`config.mk`:
```
export PLATFORM = sky130hd
export DESIGN_NAME = set_input_ctrl
export DESIGN_NICKNAME = d
export VERILOG_FILES = /design/src/rtl/set_input_ctrl_pkg.sv /design/src/rtl/set_input_ctrl_btn_debounce.sv /design/src/rtl/set_input_ctrl.sv
export SDC_FILE = /design/constraint.sdc
export NUM_CORES = 1
export LEC_CHECK = 0
export ABC_CLOCK_PERIOD_IN_PS = 1900
export CAP_MARGIN = 20
export CORE_MARGIN = 5
export CORE_UTILIZATION = 29
export CTS_CLUSTER_SIZE = 20
export DETAILED_ROUTE_END_ITERATION = 10
export PLACE_DENSITY = 0.41
export SKIP_LAST_GASP = 1
export SYNTH_ARGS = -nofsm -noshare
export SYNTH_HDL_FRONTEND = slang
export SYNTH_HIERARCHICAL = 1
export SYNTH_SLANG_ARGS = --single-unit
```
`constraint.sdc`:
```
create_clock -name original_clk -period 1.9 [get_ports original_clk]
set_input_delay 0.38 -clock original_clk [delete_from_list [all_inputs] [get_ports original_clk]]
set_output_delay 0.38 -clock original_clk [all_outputs]
set_load 0.02 [all_outputs]
```
`src/rtl/set_input_ctrl_pkg.sv`:
```
// Shared encodings and field-sequencing helpers for the set-button front end.
package set_input_ctrl_pkg;

  localparam logic [1:0] CLOCK_MODE = 2'b00;
  localparam logic [1:0] SET_MODE   = 2'b01;
  localparam logic [1:0] ALARM_MODE = 2'b10;

  typedef enum logic [2:0] {
    NONESET = 3'b000,
    SECSET  = 3'b001,
    MINSET  = 3'b010,
    HOURSET = 3'b100
  } field_e;

  // Mode 2'b11 is deliberately not a setting mode; it behaves as clock mode.
  function automatic logic is_setting_mode(input logic [1:0] m);
    return (m == SET_MODE) || (m == ALARM_MODE);
  endfunction

  // Alarm has no seconds field, so anything other than MIN advances to MIN.
  function automatic field_e next_field(input logic [1:0] m, input field_e f);
    if (m == SET_MODE) begin
      case (f)
        NONESET: return SECSET;
        SECSET:  return MINSET;
        MINSET:  return HOURSET;
        default: return SECSET;
      endcase
    end
    return (f == MINSET) ? HOURSET : MINSET;
  endfunction

endpackage

```
`src/rtl/set_input_ctrl_btn_debounce.sv`:
```
// One pushbutton: 2-flop synchroniser, stable-count debounce and a registered
// pulse on each accepted press (not on release).
module set_input_ctrl_btn_debounce #(
  parameter int DEB_CYC        = 1000000,
  parameter bit BTN_ACTIVE_LOW = 1'b1
) (
  input  logic clk,
  input  logic rst_n,
  input  logic btn_raw,
  output logic level,
  output logic rise
);

  localparam int              CW      = $clog2(DEB_CYC + 1);
  localparam logic [CW-1:0]   DEB_MAX = CW'(DEB_CYC);

  logic [1:0]    sync;
  logic          pressed;
  logic [CW-1:0] cnt;

  assign pressed = sync[1] ^ BTN_ACTIVE_LOW;

  // NOTE: state registers use non-blocking assignments so every flop samples
  // the pre-edge value of its neighbours, exactly like the real hardware.
  always_ff @(posedge clk or negedge rst_n) begin
    if (!rst_n) begin
      sync  <= {2{BTN_ACTIVE_LOW}};
      cnt   <= '0;
      level <= 1'b0;
      rise  <= 1'b0;
    end else begin
      sync <= {sync[0], btn_raw};
      if (pressed == level) begin
        cnt  <= '0;
        rise <= 1'b0;
      end else if (cnt == DEB_MAX) begin
        level <= pressed;
        cnt   <= '0;
        rise  <= pressed;
      end else begin
        cnt  <= cnt + 1'b1;
        rise <= 1'b0;
      end
    end
  end

endmodule

```
`src/rtl/set_input_ctrl.sv`:
```
// Set-button front end: debounced buttons, field-select FSM and gated
// increment command with hold-to-repeat.
module set_input_ctrl
  import set_input_ctrl_pkg::*;
#(
  parameter int DEB_CYC        = 1000000,
  parameter int HOLD_CYC       = 25000000,
  parameter int REP_CYC        = 5000000,
  parameter bit BTN_ACTIVE_LOW = 1'b1
) (
  input  logic       original_clk,
  input  logic       clr_n,
  input  logic [1:0] mode,
  input  logic       posswitch,
  input  logic       changetime,
  output logic [2:0] field,
  output logic       sel_pulse,
  output logic       inc_pulse,
  output logic       chg_held
);

  localparam int            HOLD_MAX  = (HOLD_CYC > REP_CYC) ? HOLD_CYC : REP_CYC;
  localparam int            HW        = $clog2(HOLD_MAX + 1);
  localparam logic [HW-1:0] HOLD_LAST = HW'(HOLD_CYC - 1);
  localparam logic [HW-1:0] REP_LAST  = HW'(REP_CYC - 1);

  logic          sel_rise, chg_rise, chg_level;
  field_e        field_q, field_d;
  logic [1:0]    mode_q;
  logic          gate_open, rep_fire, inc_fire;
  logic          armed, repeating;
  logic [HW-1:0] hold_cnt;

  set_input_ctrl_btn_debounce #(.DEB_CYC(DEB_CYC), .BTN_ACTIVE_LOW(BTN_ACTIVE_LOW)) u_pos_deb (
    .clk(original_clk), .rst_n(clr_n), .btn_raw(posswitch), .level(), .rise(sel_rise)
  );

  set_input_ctrl_btn_debounce #(.DEB_CYC(DEB_CYC), .BTN_ACTIVE_LOW(BTN_ACTIVE_LOW)) u_chg_deb (
    .clk(original_clk), .rst_n(clr_n), .btn_raw(changetime), .level(chg_level), .rise(chg_rise)
  );

  assign field    = field_q;
  assign chg_held = chg_level;

  // NOTE: the default assignment first guarantees every path drives field_d,
  // so no latch is inferred.
  always_comb begin
    field_d = field_q;
    if ((mode != mode_q) || !is_setting_mode(mode)) field_d = NONESET;
    else if (sel_pulse)                             field_d = next_field(mode, field_q);
  end

  always_ff @(posedge original_clk or negedge clr_n) begin
    if (!clr_n) begin
      field_q <= NONESET;
      mode_q  <= CLOCK_MODE;
    end else begin
      field_q <= field_d;
      mode_q  <= mode;
    end
  end

  // Repeat timer counts from the last emitted inc pulse; the first gap is
  // HOLD_CYC, later gaps REP_CYC.
  assign gate_open = (field_q != NONESET) && is_setting_mode(mode);
  assign rep_fire  = armed && (hold_cnt == (repeating ? REP_LAST : HOLD_LAST));
  assign inc_fire  = gate_open && chg_level && (chg_rise || rep_fire);

  always_ff @(posedge original_clk or negedge clr_n) begin
    if (!clr_n) begin
      sel_pulse <= 1'b0;
      inc_pulse <= 1'b0;
      armed     <= 1'b0;
      repeating <= 1'b0;
      hold_cnt  <= '0;
    end else begin
      sel_pulse <= sel_rise;
      inc_pulse <= inc_fire;
      if (!(chg_level && gate_open)) begin
        armed     <= 1'b0;
        repeating <= 1'b0;
        hold_cnt  <= '0;
      end else if (inc_fire) begin
        armed     <= 1'b1;
        repeating <= !chg_rise;
        hold_cnt  <= '0;
      end else if (armed) begin
        hold_cnt  <= hold_cnt + 1'b1;
      end
    end
  end

endmodule
```
Yosys cells after proc, flatten, opt, wreduce, memory -nomap -nowiden
Cells that the tools add are included.

operators by class
  $add $sub $neg = 3
  equality and inequality tests = 12
  muxes and demuxes = 25
  bitwise logic cells = 4
  reduce and logical (&&, ||, !) cells = 13

operators by type and width
  operator                                                         count
  25-bit 2-to-1 mux                                                4
  20-bit 2-to-1 mux                                                4
  20-bit by 1-bit adder with 20-bit output, second input constant  2
  20-bit == test, second input constant                            2
  25-bit by 1-bit adder with 25-bit output, second input constant  1
  25-bit == test                                                   1
  3-bit 2-to-1 mux                                                 5
  1-bit 2-to-1 mux                                                 11
  3-bit case mux with 2 select lines                               1
  1-bit logical AND                                                4
  1-bit inverter                                                   4
  2-bit AND reduction                                              2
  3-bit by 1-bit == test with 1-bit output, second input constant  1
  3-bit by 2-bit == test with 1-bit output, second input constant  1
  1-bit logical OR                                                 3
  3-bit inequality test, second input constant                     1
  3-bit nonzero test                                               1
  1-bit == test                                                    2
  2-bit by 1-bit == test with 1-bit output, second input constant  1
  2-bit == test, second input constant                             1
  1-bit logical NOT                                                2
  2-bit inequality test                                            1
  2-bit inequality test, second input constant                     1
  2-bit nonzero test                                               1

word-level totals
  register bits = 82
  input bits = 6
  output and inout bits = 6
  word-level logic and storage cells = 72

Longest topological paths before layout
Gate-level depths: netlist of the first run.

  word-level depth = 8
  depth in mapped cells = 8
  gate-level depth less buffers = 7

Cells and area by module
The synthesis of the first run kept the hierarchy.

modules (own cells, without submodules)
  module                       times used  cells each  area an instance (µm²)  seq. area each (µm²)
  set_input_ctrl_btn_debounce  2           122         1206.2                  603.1
  set_input_ctrl               1           189         1791.7                  850.8

Worst setup path after synthesis of the first run
No wires, ideal clock.

  kind = register -> register
  start = reg field_q[2], in the netlist field[2]
  end = reg hold_cnt[21]
  setup time = 0.078 ns
  arrival time = 1.969 ns
  data required time = 1.822 ns
  path slack = -0.147 ns
  stages on the path, launching flop included = 7
  path buffers = 1
  clock period less this slack = 2.047 ns
  cells stage by stage = dfrtp_1 -> or3_4 -> a21o_1 -> buf_6 -> or3_1 -> or3_1 -> a21oi_1

on the way
  longest elaborated chain between the ends = 6
  elaborated cells on any way between the ends = 7
  those cells by class = eq/ne: 1; mux: 2; reduce/logical: 4

RTL lines
  element                   line                                        source
  start: declaration        set_input_ctrl.sv:28                        field_e field_q, field_d;
  start signal: assignment  set_input_ctrl.sv:58                        field_q <= field_d;
  3-bit nonzero test *      set_input_ctrl.sv:65                        assign gate_open = (field_q != NONESET) && is_setting_mode(mode);
  1-bit logical AND *       set_input_ctrl.sv:65
  1-bit logical AND *       set_input_ctrl.sv:67, set_input_ctrl.sv:79
  1-bit logical AND         set_input_ctrl.sv:67                        assign inc_fire = gate_open && chg_level && (chg_rise || rep_fire);
  25-bit 2-to-1 mux         set_input_ctrl.sv:83                        end else if (inc_fire) begin
  25-bit 2-to-1 mux         set_input_ctrl.sv:79                        if (!(chg_level && gate_open)) begin
  end signal: assignment    set_input_ctrl.sv:88                        hold_cnt <= hold_cnt + 1'b1;
  end: declaration          set_input_ctrl.sv:32                        logic [HW-1:0] hold_cnt;

Every way passes the cells marked *; elsewhere a longest branch is shown, timed or not.
A chain may end at the register's enable or synchronous reset.

Worst setup path in the final report of the first run
Same ends and word-level chain as after synthesis.

==> key figures, run 1 <==
Timing
  • Final setup vio count: 1
  • Minimum clock period: 1.91 ns
  • Clock Skew: 0.00668 ns
  • Final hold vios: 0
  • Final Cycle Share: 100%
  • RSZ-0062 raised after global routing: yes
  • Hold slack: 0.349 ns
  • Setup_tns: -0.00933 ns
  • Worst-margin pin slew: 0.385 ns
  • Relative slew slack: 74.0%
  • Fin. max-slew vios: 0
  • Setup ws final: -0.00933 ns
  • Fmax: 524 MHz

CTS
  • Clock Sinks: 82
  • Clock Pin Slew Worst Setup and Hold Paths: 0.06 ns
  • CTS buffer count: 9
  • Worst skew pair latency: 0.34 ns
  • Post-CTS Repair Setup Buffers: 0
  • Clk root buf: clkbuf_16
  • Clock Tree Buf Depth: 2
  • H-tree depth: 3
  • CTS tree: yes

Setup path
  • Critical Path Sink Type: flop
  • Worst Path Required: 2.16 ns
  • Reg2reg path depth: 5
  • CP Class: flop to flop
  • CP Max Fanout: 3
  • Startpoint types: flop
  • Arr. time, crit path: 2.17 ns

Synth
  • Count of state elements after synthesis: between 80 and 90
  • Distinct cells, synth: 44
  • Ys flop type: dfrtp_1
  • Sequential area share after synthesis: 48.9%
  • Syn_nets: 445
  • Warnings, synthesis: 6
  • Async SR Flop Fraction: 100%
  • Mapped Cells: 433
  • Synth Cell Area: 0.00420 mm2
  • Post-synth EDFFs: 0
  • Avg Inst Size Synth: around 9.7 um2

Die
  • Die X: 130 um
  • Num ports: 12
  • Starting Density: 29.3%
  • Rows: between 40 and 50
  • Die Area: 0.0170 mm2
  • Chip Height: roughly 130 um
  • Core ar.: between 0.01 and 0.015 mm2

Detailed routing
  • Vias: 3252
  • DRC viols: 0
  • Initial DRC Count: 109
  • Wire per inst: 13.7 um
  • Post-DR vias/cell: around 4.7
  • Antenna Nets Post-Route: 0
  • Final wirelength: around 9400 um
  • Drt first pass iters: 4

Run
  • Maxcap violations: 0

Global routing
  • Grt ovf: 0
  • Vias in the first global route: 3278
  • First-pass GRT wire length: 16500 um
  • GRT Util Overall: 12.2%
  • Initial antenna violation count: 0
  • Largest net degree at the start of global routing: 34

Worst hold path
  • HP Class: flop to flop
  • Hold path cells: 0

Layout
  • Fin nets: 508
  • Most common cell after layout, fill and taps aside: dfrtp_1
  • Leading cell types in the layout, fill and taps excluded: dfrtp_1 (76), nor2_1 (68), buf_4 (48), xnor2_1 (40), nand3_1 (24)
  • Final instance area: 0.00531 mm2
  • Share of layout cells above drive strength 1: 19.8%
  • Final core occ: 36.9%
  • Fillers: 1460
  • Ant diodes: 0
  • Area Overhead vs Synth: 26.2%

Place
  • I/O Buffers: 11
  • Pre-CTS setup slack: -0.611 ns
  • RePlAce Congestion: 0.834
  • Post-DP HPWL: 6860 um
  • Area post-placement: 0.00490 mm2

Pwr
  • P_leak: between 0.002 and 0.0025 uW
  • Pwr/cell area: 715 mW/mm2
  • VDD IR-drop max: roughly 510 uV

Status
  • Failing checks: negative setup slack
  • Status: finished, violations left
==> logic make-up after synthesis <==
| group | synth area share, % |
|---|---|
| and+or+nand+nor | 28.8 |
| DFF | 48.9 |
| xor gates and xnor gates | 11.7 |
| buffers and inverters | 3.72 |
| AOI/OAI and AO/OA | 4.38 |
| adders and majority gates | 1.79 |
| muxes | 0.714 |
==> area by class of cell <==
type	count	area, um2	share of cell area, %
Clock inverter	7	93.8	1.77
Inverter	21	78.8	1.49
Clock buffer	9	225	4.24
Timing Repair Buffer	64	553	10.4
Sequential cell	82	2060	38.8
Tap cell	184	230	4.34
Multi-Input combinational cell	318	2070	38.9
==> critical path, cell delays in order, from the launching register on <==
cell,delay (ns)
dfrtp_2,0.40
or3_4,0.40
a21o_4,0.23
or3_4,0.36
or3_1,0.32
a21oi_1,0.13
==> synth_stat cells, types with 2 or more instances <==
| cell type | number | area, um2 |
|---|---|---|
| dfrtp_1 | 78 | 1950 |
| nor2_1 | 68 | 255 |
| xnor2_1 | 40 | 350 |
| nand3_1 | 24 | 120 |
| nor4_1 | 24 | 150 |
| nand2_1 | 23 | 86.3 |
| inv_1 | 21 | 78.8 |
| nand4_1 | 19 | 119 |
| xor2_1 | 16 | 140 |
| a21oi_1 | 12 | 60.1 |
| nor3_1 | 12 | 60.1 |
| or3_1 | 9 | 56.3 |
| ha_1 | 6 | 75.1 |
| nand2b_1 | 6 | 37.5 |
| o21ai_0 | 6 | 30.0 |
| or4_1 | 6 | 45.0 |
| nor4b_1 | 5 | 43.8 |
| buf_4 | 4 | 30.0 |
| clkbuf_1 | 4 | 15.0 |
| dfstp_2 | 4 | 105 |
| nand4b_1 | 4 | 35.0 |
| o31ai_1 | 4 | 30.0 |
| and2_1 | 3 | 18.8 |
| and3_1 | 3 | 18.8 |
| and4_1 | 3 | 26.3 |
| mux2i_1 | 3 | 30.0 |
| nand3b_1 | 3 | 22.5 |
| a21oi_2 | 2 | 17.5 |
| and4_2 | 2 | 20.0 |
| buf_2 | 2 | 10.0 |
| buf_6 | 2 | 22.5 |
| nand4_2 | 2 | 25.0 |
| or4b_4 | 2 | 27.5 |
==> routing by layer <==
metal | vias up | part of all wire, % | GRT usage [%]
met1 | 1556 | 51 | 16.6
li1 | 1652 | - | -
met2 | 32 | 45 | 18.8
met5 | - | 0 | 0
met4 | 0 | 1.6 | 4.54
met3 | 12 | 2.9 | 3.25
==> final timing paths <==
path | start | end | slack, ns
worst max-delay path | field[2] | hold_cnt[21] | -0.009
worst min-delay path | u_pos_deb/rise | sel_pulse | 0.35
worst max register to register | field[2] | hold_cnt[21] | -0.009
worst min register to register | u_pos_deb/rise | sel_pulse | 0.35
max in group asynchronous | clr_n | u_chg_deb/sync[1] | 0.80
min in group asynchronous | clr_n | hold_cnt[19] | 0.51
==> per-stage QoR <==
stage                     power (uW)  instances
after floorplan                 1870        433
after global placement          1970        668
after detailed placement        1970        668
after CTS                       3890        685
after global routing            3970        685
final                           3800        685
==> power by group <==
part           internal, uW  switching, uW
clock                  1150            716
combinational          63.5           89.0
sequential             1770           14.3
==> registers in the layout, indices dropped and copies added, names as in the netlist <==
| name | count |
|---|---|
| repeating | 1 |
| u_pos_deb/sync | 2 |
| sel_pulse | 1 |
| u_chg_deb/level | 1 |
| mode_q | 2 |
| u_chg_deb/rise | 1 |
| field | 3 |
| u_chg_deb/cnt | 20 |
| armed | 1 |
| inc_pulse | 1 |
| u_pos_deb/cnt | 20 |
| hold_cnt | 25 |
| u_pos_deb/level | 1 |
| u_chg_deb/sync | 2 |
| u_pos_deb/rise | 1 |
==> what timing repair did <==
| item | in CTS | in global routing |
|---|---|---|
| hold buffers | 1 | 0 |
| gates cloned | 0 | 0 |
| endpoints found under the hold margin | 24 | 0 |
| gates resized for setup | 8 | 9 |
| pin swaps | 4 | 4 |
| endpoints found under the setup margin | 23 | 28 |
Power figures use the tool's default switching activity.
==> inputs of run 2 (changes only) <==
HOLD_SLACK_MARGIN = 0.06   (was unset)
==> results of run 2 <==
The final DEF is identical to that of run 1; final timing and power are the same.
